[src/rtl/toy_pack.sv]
// Shared constants and types for the BPU SRAM port scheduler.
package toy_pack;

  localparam int BPU_MEM_ADDR_WIDTH  = 9;
  localparam int BPU_MEM_DATA_WIDTH  = 64;
  localparam int BPU_MEM_WMASK_WIDTH = 4;
  localparam int BPU_MEM_WQ_DEPTH    = 4;
  localparam int BPU_MEM_STARVE_MAX  = 8;

  typedef enum logic {
    ST_INIT = 1'b0,
    ST_RUN  = 1'b1
  } bpu_mem_state_e;

  // Write-queue entry layout for the default bank geometry.
  typedef struct packed {
    logic [BPU_MEM_ADDR_WIDTH-1:0]  addr;
    logic [BPU_MEM_DATA_WIDTH-1:0]  wdata;
    logic [BPU_MEM_WMASK_WIDTH-1:0] wmask;
  } bpu_mem_wq_entry_pkg;

endpackage

[src/rtl/toy_bpu_mem_wq.sv]
// Update write queue: circular FIFO with a per-entry address compare against
// the current prediction read index.
module toy_bpu_mem_wq
  import toy_pack::*;
#(
  parameter int ADDR_WIDTH  = BPU_MEM_ADDR_WIDTH,
  parameter int DATA_WIDTH  = BPU_MEM_DATA_WIDTH,
  parameter int WMASK_WIDTH = BPU_MEM_WMASK_WIDTH,
  parameter int DEPTH       = BPU_MEM_WQ_DEPTH
) (
  input  logic                           clk,
  input  logic                           rst,
  input  logic                           push,
  input  logic [ADDR_WIDTH-1:0]          push_addr,
  input  logic [DATA_WIDTH-1:0]          push_wdata,
  input  logic [WMASK_WIDTH-1:0]         push_wmask,
  input  logic                           pop,
  output logic [ADDR_WIDTH-1:0]          head_addr,
  output logic [DATA_WIDTH-1:0]          head_wdata,
  output logic [WMASK_WIDTH-1:0]         head_wmask,
  output logic [$clog2(DEPTH+1)-1:0]     count,
  input  logic [ADDR_WIDTH-1:0]          match_addr,
  output logic [DEPTH-1:0]               match_vec
);

  localparam int PTR_W = $clog2(DEPTH);
  localparam int CNT_W = $clog2(DEPTH+1);

  typedef struct packed {
    logic [ADDR_WIDTH-1:0]  addr;
    logic [DATA_WIDTH-1:0]  wdata;
    logic [WMASK_WIDTH-1:0] wmask;
  } entry_t;

  entry_t             mem_reg [DEPTH];
  logic [PTR_W-1:0]   rd_ptr_reg;
  logic [PTR_W-1:0]   wr_ptr_reg;
  logic [CNT_W-1:0]   count_reg;

  always_ff @(posedge clk) begin
    if (rst) begin
      rd_ptr_reg <= '0;
      wr_ptr_reg <= '0;
      count_reg  <= '0;
    end else begin
      if (push) wr_ptr_reg <= wr_ptr_reg + PTR_W'(1);
      if (pop)  rd_ptr_reg <= rd_ptr_reg + PTR_W'(1);
      case ({push, pop})
        2'b10:   count_reg <= count_reg + CNT_W'(1);
        2'b01:   count_reg <= count_reg - CNT_W'(1);
        default: count_reg <= count_reg;
      endcase
    end
  end

  // Storage carries no reset; validity comes from the pointers and count.
  always_ff @(posedge clk) begin
    if (push) mem_reg[wr_ptr_reg] <= {push_addr, push_wdata, push_wmask};
  end

  assign head_addr  = mem_reg[rd_ptr_reg].addr;
  assign head_wdata = mem_reg[rd_ptr_reg].wdata;
  assign head_wmask = mem_reg[rd_ptr_reg].wmask;
  assign count      = count_reg;

  generate
    for (genvar gi = 0; gi < DEPTH; gi++) begin : g_match
      logic [PTR_W-1:0] offset;
      assign offset        = PTR_W'(gi) - rd_ptr_reg;
      assign match_vec[gi] = (CNT_W'(offset) < count_reg) &&
                             (mem_reg[gi].addr == match_addr);
    end
  endgenerate

endmodule

[src/rtl/toy_bpu_mem_sched.sv]
// Single-port BPU SRAM scheduler: init sweep, priority reads, queued writes
// with a starvation bound on read priority.
module toy_bpu_mem_sched
  import toy_pack::*;
#(
  parameter int ADDR_WIDTH  = BPU_MEM_ADDR_WIDTH,
  parameter int DATA_WIDTH  = BPU_MEM_DATA_WIDTH,
  parameter int WMASK_WIDTH = BPU_MEM_WMASK_WIDTH,
  parameter int WQ_DEPTH    = BPU_MEM_WQ_DEPTH,
  parameter int STARVE_MAX  = BPU_MEM_STARVE_MAX
) (
  input  logic                   clk,
  input  logic                   rst,
  output logic                   init_done,
  input  logic                   pred_req_vld,
  output logic                   pred_req_rdy,
  input  logic [ADDR_WIDTH-1:0]  pred_req_addr,
  output logic                   pred_rsp_vld,
  output logic [DATA_WIDTH-1:0]  pred_rsp_rdata,
  output logic                   pred_rsp_stale,
  input  logic                   upd_req_vld,
  output logic                   upd_req_rdy,
  input  logic [ADDR_WIDTH-1:0]  upd_req_addr,
  input  logic [DATA_WIDTH-1:0]  upd_req_wdata,
  input  logic [WMASK_WIDTH-1:0] upd_req_wmask,
  output logic                   mem_req_vld,
  output logic [WMASK_WIDTH-1:0] mem_req_wren,
  output logic [ADDR_WIDTH-1:0]  mem_req_addr,
  output logic [DATA_WIDTH-1:0]  mem_req_wdata,
  input  logic [DATA_WIDTH-1:0]  mem_ack_rdata
);

  localparam int CNT_W = $clog2(WQ_DEPTH+1);
  localparam int SW    = $clog2(STARVE_MAX+1);
  localparam logic [CNT_W-1:0] DEPTH_C  = CNT_W'(WQ_DEPTH);
  localparam logic [SW-1:0]    STARVE_C = SW'(STARVE_MAX);

  bpu_mem_state_e        state_reg, state_next;
  logic [ADDR_WIDTH-1:0] init_cnt_reg, init_cnt_next;
  logic [SW-1:0]         starve_cnt_reg, starve_cnt_next;
  logic                  rsp_vld_reg;
  logic                  rsp_stale_reg;
  logic [DATA_WIDTH-1:0] rsp_hold_reg;

  logic                   read_issue, write_issue, force_wr, wq_push, wq_empty;
  logic [CNT_W-1:0]       wq_count;
  logic [ADDR_WIDTH-1:0]  head_addr;
  logic [DATA_WIDTH-1:0]  head_wdata;
  logic [WMASK_WIDTH-1:0] head_wmask;
  logic [WQ_DEPTH-1:0]    match_vec;

  toy_bpu_mem_wq #(
    .ADDR_WIDTH (ADDR_WIDTH),
    .DATA_WIDTH (DATA_WIDTH),
    .WMASK_WIDTH(WMASK_WIDTH),
    .DEPTH      (WQ_DEPTH)
  ) u_wq (
    .clk        (clk),
    .rst        (rst),
    .push       (wq_push),
    .push_addr  (upd_req_addr),
    .push_wdata (upd_req_wdata),
    .push_wmask (upd_req_wmask),
    .pop        (write_issue),
    .head_addr  (head_addr),
    .head_wdata (head_wdata),
    .head_wmask (head_wmask),
    .count      (wq_count),
    .match_addr (pred_req_addr),
    .match_vec  (match_vec)
  );

  assign wq_empty = (wq_count == '0);

  always_comb begin
    state_next      = state_reg;
    init_cnt_next   = init_cnt_reg;
    starve_cnt_next = starve_cnt_reg;
    force_wr        = 1'b0;
    read_issue      = 1'b0;
    write_issue     = 1'b0;
    wq_push         = 1'b0;
    pred_req_rdy    = 1'b0;
    upd_req_rdy     = 1'b0;
    mem_req_vld     = 1'b0;
    mem_req_wren    = '0;
    mem_req_addr    = '0;
    mem_req_wdata   = '0;
    // Nothing reaches the SRAM or the queue while reset is asserted.
    if (!rst) begin
      case (state_reg)
        ST_INIT: begin
          mem_req_vld   = 1'b1;
          mem_req_wren  = '1;
          mem_req_addr  = init_cnt_reg;
          init_cnt_next = init_cnt_reg + ADDR_WIDTH'(1);
          if (&init_cnt_reg) state_next = ST_RUN;
        end
        ST_RUN: begin
          force_wr     = !wq_empty && (starve_cnt_reg == STARVE_C);
          pred_req_rdy = !force_wr;
          upd_req_rdy  = (wq_count < DEPTH_C);
          wq_push      = upd_req_vld && upd_req_rdy && (upd_req_wmask != '0);
          if (pred_req_vld && pred_req_rdy) begin
            read_issue   = 1'b1;
            mem_req_vld  = 1'b1;
            mem_req_addr = pred_req_addr;
          end else if (!wq_empty) begin
            write_issue   = 1'b1;
            mem_req_vld   = 1'b1;
            mem_req_wren  = head_wmask;
            mem_req_addr  = head_addr;
            mem_req_wdata = head_wdata;
          end
          if (write_issue || wq_empty) begin
            starve_cnt_next = '0;
          end else if (read_issue && (starve_cnt_reg < STARVE_C)) begin
            starve_cnt_next = starve_cnt_reg + SW'(1);
          end
        end
        default: state_next = ST_INIT;
      endcase
    end
  end

  always_ff @(posedge clk) begin
    if (rst) begin
      state_reg      <= ST_INIT;
      init_cnt_reg   <= '0;
      starve_cnt_reg <= '0;
      rsp_vld_reg    <= 1'b0;
      rsp_stale_reg  <= 1'b0;
      rsp_hold_reg   <= '0;
    end else begin
      state_reg      <= state_next;
      init_cnt_reg   <= init_cnt_next;
      starve_cnt_reg <= starve_cnt_next;
      rsp_vld_reg    <= read_issue;
      rsp_stale_reg  <= read_issue && (|match_vec);
      if (rsp_vld_reg) rsp_hold_reg <= mem_ack_rdata;
    end
  end

  assign init_done      = (state_reg == ST_RUN);
  assign pred_rsp_vld   = rsp_vld_reg;
  assign pred_rsp_stale = rsp_stale_reg;
  assign pred_rsp_rdata = rsp_vld_reg ? mem_ack_rdata : rsp_hold_reg;

endmodule

[config.mk]
export PLATFORM = sky130hd
export DESIGN_NAME = toy_bpu_mem_sched
export DESIGN_NICKNAME = d
export VERILOG_FILES = /design/src/rtl/toy_pack.sv /design/src/rtl/toy_bpu_mem_wq.sv /design/src/rtl/toy_bpu_mem_sched.sv
export SDC_FILE = /design/constraint.sdc
export NUM_CORES = 1
export LEC_CHECK = 0
export CORE_MARGIN = 4
export CORE_UTILIZATION = 54
export CTS_BUF_LIST = sky130_fd_sc_hd__clkbuf_2 sky130_fd_sc_hd__clkbuf_4 sky130_fd_sc_hd__clkbuf_8
export DETAILED_ROUTE_END_ITERATION = 10
export PLACE_DENSITY = 0.82
export SLEW_MARGIN = 10
export SYNTH_ARGS = -nofsm -noshare
export SYNTH_HDL_FRONTEND = slang
export SYNTH_HIERARCHICAL = 1
export SYNTH_SLANG_ARGS = --single-unit
[constraint.sdc]
create_clock -name clk -period 4.8 [get_ports clk]
set_clock_uncertainty 0.1 [all_clocks]
set_input_delay 0.96 -clock clk [delete_from_list [all_inputs] [get_ports clk]]
set_output_delay 0.96 -clock clk [all_outputs]
set_load 0.02 [all_outputs]
==> metrics, run 1 <==
ys flop type=edfxtp_1; Mapped Area=16170 um2; mux contribution to synthesized area=15.37%; Simple-Gate Fraction of Synth Area=7.451%; TritonCTS Buffers=60; Final Hold Vio Count=0; maximum clock path buffer count=3; Cells after Synth=around 940; crit path capture type=output pin; worst IR drop on VDD=between 200 and 300 uV; first-pass GRT wire length=~55000 um; Die Ht=181.0 um; Die X=181.0 um; total power divided by cell area=320.3 nW/um2; Sink Count=397; Setup Buffers After CTS=0; Detailed Route WL=35570 um; CP Data Arrival Time=3180 ps; Routed Antenna Nets=0; largest net degree at the start of global routing=between 60 and 70; GRT Util Overall=21.51%; XOR/XNOR share of the synthesized area=2.600%; routed via count=9267; Max FO, Critical Path=44; area grow syn2layout=28.24%; Final Util=between 70% and 80%; fin nets=roughly 1400; DR pass1 iterations=5; area of the multi-input gates=between 4000 and 5000 um2; H-tree levels=2; flops & latches, synth=between 300 and 400; post-DR wirelength/cell=roughly 21 um; sequential share of the synthesized area=around two thirds; max FFs per register=around 310; critical path type=register to output pin; IO Pins=301; fmax=0.2358 GHz; synthesized-area fraction occupied by adder cells=1.130%; grt ovf=0; leakage power=0.006910 uW; PostCTS Resize Cnt=0; initial DRC count=629; Die ar.=between 30000 and 40000 um2; Initial Util=54.70%; Vias/cell=5.458; Mean Syn Cell Area=17.22 um2; Placer Congestion=0.9433; Placeable Area=29560 um2; hold crit path type=register to register; clk_lat worst skew=590 ps; largest family of logic cells by synthesized area=multiplexers; Async SR Flop Fraction=0%; vias in the first global route=between 9000 and 10000; setup violators final=0; CTS tree=yes; crit path time final=roughly 4200 ps; layout cells sized above 1=20.37%; RSZ-0062 raised after global routing=no; post-synth cell types=48; clock slew at reported path FFs=70 ps; Worst slew margin=42.49%; Worst setup SP type=register; Synthesized Nets=1107; Ys Warns=6; status=completed; number of enable flip-flop cells after synthesis=308; PortBufs=300; CP required=3740 ps; Compound-Gate Fraction of Synth Area=2.669%; hpwl dp=24000 um; fill count=a little under 2000; Post-Route Setup TNS=0 ps; max-slew violations=0; hold buffers post-CTS=0; Clock Tree Root=clkbuf_8; Placement Rows=63; initial antenna violation count=6; Worst-Margin Slew=~860 ps; register area=11040 um2; Residual DRC=0; period utilization=88.36%; Max-Cap Viols=0
layout by cell type (no fill, tap or decap), types with 5 or more instances in the layout:
cell type	instances
nor2_1	30
buf_4	15
clkbuf_4	18
xor2_1	14
edfxtp_1	308
clkinv_2	6
nand2_1	8
clkdlybuf4s50_1	300
clkbuf_8	66
a21oi_1	14
inv_1	12
ha_1	13
o211ai_1	20
mux2_2	64
nor4_1	5
a311oi_1	8
mux4_2	77
clkinv_1	17
xnor2_1	34
dfxtp_1	86
and2_1	128
layout make-up:
type                       count  share of cell area [%]
antenna                        2                 0.02413
clock buffer                  84                   5.032
clock inverter                27                  0.8628
inverter                      12                  0.2172
multi-input combinational    467                   22.87
sequential                   397                   53.23
tap                          390                   2.353
timing repair buffer         319                   15.41
final timing paths:
| kind | from | endpoint | slack, ps | depth (start not counted) |
|---|---|---|---|---|
| setup reg to reg | starve_cnt_reg[0] | u_wq/count[2] | 1590 | 11 |
| hold / removal | init_cnt_reg[7] | init_cnt_reg[7] | 400 | 2 |
| hold reg to reg | init_cnt_reg[7] | init_cnt_reg[7] | 400 | 2 |
| setup / recovery | starve_cnt_reg[0] | mem_req_wdata[13] | 560 | 7 |
Yosys cell counts, types with 12 or more instances:
cell type / number / area [um2]
edfxtp_1: 308 / 9249
and2_1: 132 / 825.8
dfxtp_1: 89 / 1782
mux4_2: 77 / 1734
mux2_2: 64 / 720.7
xnor2_1: 34 / 297.8
nor2_1: 30 / 112.6
clkbuf_1: 24 / 90.09
buf_2: 23 / 115.1
o211ai_1: 20 / 150.1
a21oi_1: 14 / 70.07
xor2_1: 14 / 122.6
ha_1: 13 / 162.7
inv_1: 12 / 45.04
through the flow:
stage | total power [uW] | area, um2 | cells | hold WS, ps | setup slack [ps]
2_1_floorplan | 3822 | 16170 | 939 | 364.8 | 508.5
3_3_place_gp | 3985 | 19510 | 1585 | 389.9 | 698.7
3_5_place_dp | 3991 | 19510 | 1585 | 398.1 | 650.3
4_1_cts | 6718 | 20730 | 1696 | 406.9 | 548.1
5_1_grt | 6907 | 20740 | 1698 | 441.1 | 321.5
6_report | 6643 | 20740 | 1698 | 401.3 | 558.9
critical path, stage by stage (launching register included):
cell and delay, ps:
dfxtp_1 350, inv_1 70, ha_1 170, nand3b_1 350, a211oi_4 400, buf_4 400
and2_1 210, clkdlybuf4s50_1 610
cell families after synthesis:
kind of cell               Yosys count
muxes                              144
xor gates and xnor gates            48
buffers and inverters               75
DFF                                397
AOI/OAI and AO/OA                   59
and+or+nand+nor                    202
adders and majority gates           14
power breakdown:
| group | switching, uW | total (uW) | leakage, uW | internal (uW) |
|---|---|---|---|---|
| registers | 3.86 | 3700 | 0.00349 | 3700 |
| logic | 84.8 | 217 | 0.00278 | 133 |
| clock network | 1210 | 2720 | 0.000647 | 1510 |
| total | 1300 | 6640 | 0.00691 | 5340 |
routing by layer:
| layer | GRT usage [%] | wire length (um) | vias up |
|---|---|---|---|
| li1 | - | - | 4234 |
| met1 | 28.06 | 14250 | 4547 |
| met2 | 34.27 | 16770 | 414 |
| met3 | 7.268 | 3436 | 64 |
| met4 | 7.505 | 1066 | 8 |
| met5 | 0 | 48 | - |
Note: power is estimated with default switching activity, not from simulation.
==> run 2, diff against run 1 <==
CORE_UTILIZATION = 41   (was 54)
PLACE_DENSITY = 0.65   (was 0.82)
SETUP_SLACK_MARGIN = 0.1   (was unset)
==> metrics, run 2 (synthesized netlist as in run 1, its figures left out) <==
status=completed; Final Hold Vio Count=0 (unchanged); Worst-Margin Slew=827.6 ps (-30.35 ps); Clk network pwr share=43.3% (+2.3 points); largest net degree at the start of global routing=69 (+4.5%); sequential power share=53.5% (-2.2 points); Clock Tree Root=clkbuf_8; internal power=5489 uW (+2.8%); initial DRC count=395 (-37%); Post-Route Setup TNS=0 ps (unchanged); max incr delay on CP=690 ps (+80 ps); Worst setup SP type=primary input; Detailed Route WL=37360 um (+5.0%); fin cells=1837 (+8.2%); vias in the first global route=9546 (-0.32%); TritonCTS Buffers=67 (+12%); Placement Rows=72 (+14%); CP required=3740 ps (about the same); total power divided by cell area=327.9 nW/um2 (+2.4%); fmax=0.2301 GHz (-2.4%); most frequent cells in the layout=edfxtp_1 (308), clkdlybuf4s50_1 (300), and2_1 (128), dfxtp_1 (86), mux4_2 (77); Routed Antenna Nets=0 (unchanged); hold crit path type=register to register; Initial Util=41.65% (-13 points); first-pass GRT wire length=56360 um (+2.5%); commonest non-fill, non-tap cell in the layout=edfxtp_1; CP Data Arrival Time=3290 ps (+110 ps); initial antenna violation count=6 (unchanged); worst IR drop on VDD=244.3 uV (-6.9%); clock slew at reported path FFs=60 ps (about the same); hold buffers post-CTS=0 (unchanged); Sw Pwr=1429 uW (+9.8%); Placer Congestion=0.7878 (-16%); Final Util=54.34% (-16 points); Setup Buffers After CTS=0 (unchanged); Die ar.=42680 um2 (+30%); PostCTS Resize Cnt=0 (unchanged); critical path, cell by cell=clkdlybuf4s50_1 > inv_1 > o211ai_1 > a311oi_1 > clkdlybuf4s50_1; Max-Cap Viols=0 (unchanged); critical path type=primary input to output pin; period utilization=90.56% (+2.2 points); slowest CP cell=clkdlybuf4s50_1; leakage power=0.007003 uW (+1.3%); Worst slew margin=44.82% (+2.3 points); crit path capture type=output pin; clk_lat worst skew=600 ps (about the same); max-slew violations=0 (unchanged); post-DR wirelength/cell=20.34 um (-2.9%); Sink Count=397 (unchanged); Placeable Area=38830 um2 (+31%); DR pass1 iterations=4 (-1); maximum clock path buffer count=3 (unchanged); Max FO, Critical Path=14 (-68%); Die X=206.6 um (+14%); worst slack at placement=463.2 ps (-187.1 ps); PortBufs=300 (unchanged); grt ovf=0 (unchanged); RSZ-0062 raised after global routing=no; layout cells sized above 1=21.62% (+1.3 points); fin nets=1435 (+0.70%); Top cell by count, worst path=clkdlybuf4s50_1; routed via count=9229 (-0.41%); hpwl dp=24610 um (+2.5%); area grow syn2layout=30.47%; Die Ht=206.6 um (+14%); IO Pins=301 (unchanged); sw frac=20.66% (+1.1 points); Vias/cell=5.024 (-7.9%); H-tree levels=3 (+1); CTS tree=yes; final worst slack=453.2 ps (-105.7 ps); max FFs per register=308 (unchanged); crit path time final=4347 ps (+105.7 ps); setup violators final=0 (unchanged); GRT Util Overall=17.28% (-4.2 points); Residual DRC=0 (unchanged); Post-Place Cells=1716 (+8.3%); Comb pwr share=3.1% (-0.2 points)
## run 2: cell types whose count changed in the layout (fill, tap and decap cells not counted), sizes merged
cell,before,now
buf,19,22
clkinvlp,0,2
inv,13,17
clkinv,24,18
diode,2,1
clkbuf,84,93
## run 2: worst max-delay path, delay by kind of cell
kind                   cells  cell delay, ps
buffers and inverters      3            1790
AOI/OAI and AO/OA          2             540
## run 2: layer usage
| metal | up-vias | global-route usage (%) | part of all wire (%) |
|---|---|---|---|
| li1 | 4249 | - | - |
| met1 | 4553 | 22.97 | 42 |
| met2 | 351 | 27.04 | 46 |
| met3 | 66 | 5.687 | 9.9 |
| met4 | 10 | 5.822 | 2.2 |
| met5 | - | 0 | 0.15 |
## run 2: power groups by stage
stage / clock (uW) / combinational (uW) / sequential [uW]
floorplan: 0 / 45.5 / 3780
global placement: 0 / 214 / 3770
detailed placement: 0 / 218 / 3770
CTS: 3110 / 220 / 3700
global route: 3260 / 234 / 3700
finish: 3000 / 218 / 3700
## run 2: worst paths after layout
| kind | to | depth (start not counted) | slack [ps] | start |
|---|---|---|---|---|
| max reg2reg | u_wq/mem_reg[3][45] | 6 | 1940 | init_done |
| min | init_cnt_reg[7] | 2 | 420 | init_cnt_reg[7] |
| min reg2reg | init_cnt_reg[7] | 2 | 420 | init_cnt_reg[7] |
| max | mem_req_addr[7] | 5 | 450 | pred_req_vld |
## run 2: metrics by stage
step | power, uW | hold slack (ps) | area (um2)
after detailed placement | 3992 | 396.5 | 19760
after floorplan | 3822 | 364.8 | 16170
final | 6918 | 416.3 | 21100
after CTS | 7036 | 406.2 | 21100
after global placement | 3988 | 396.8 | 19760
after global routing | 7196 | 439.0 | 21100
## run 2: layout make-up
cell class	instances	area, um2
Antenna cell	1	2.502
Inverter	12	45.04
Clock inverter	27	203.9
Sequential cell	397	11040
Timing Repair Buffer	322	3281
Fill cell	3128	17730
Multi-Input combinational cell	467	4742
Tap cell	518	648.1
Clock buffer	93	1136
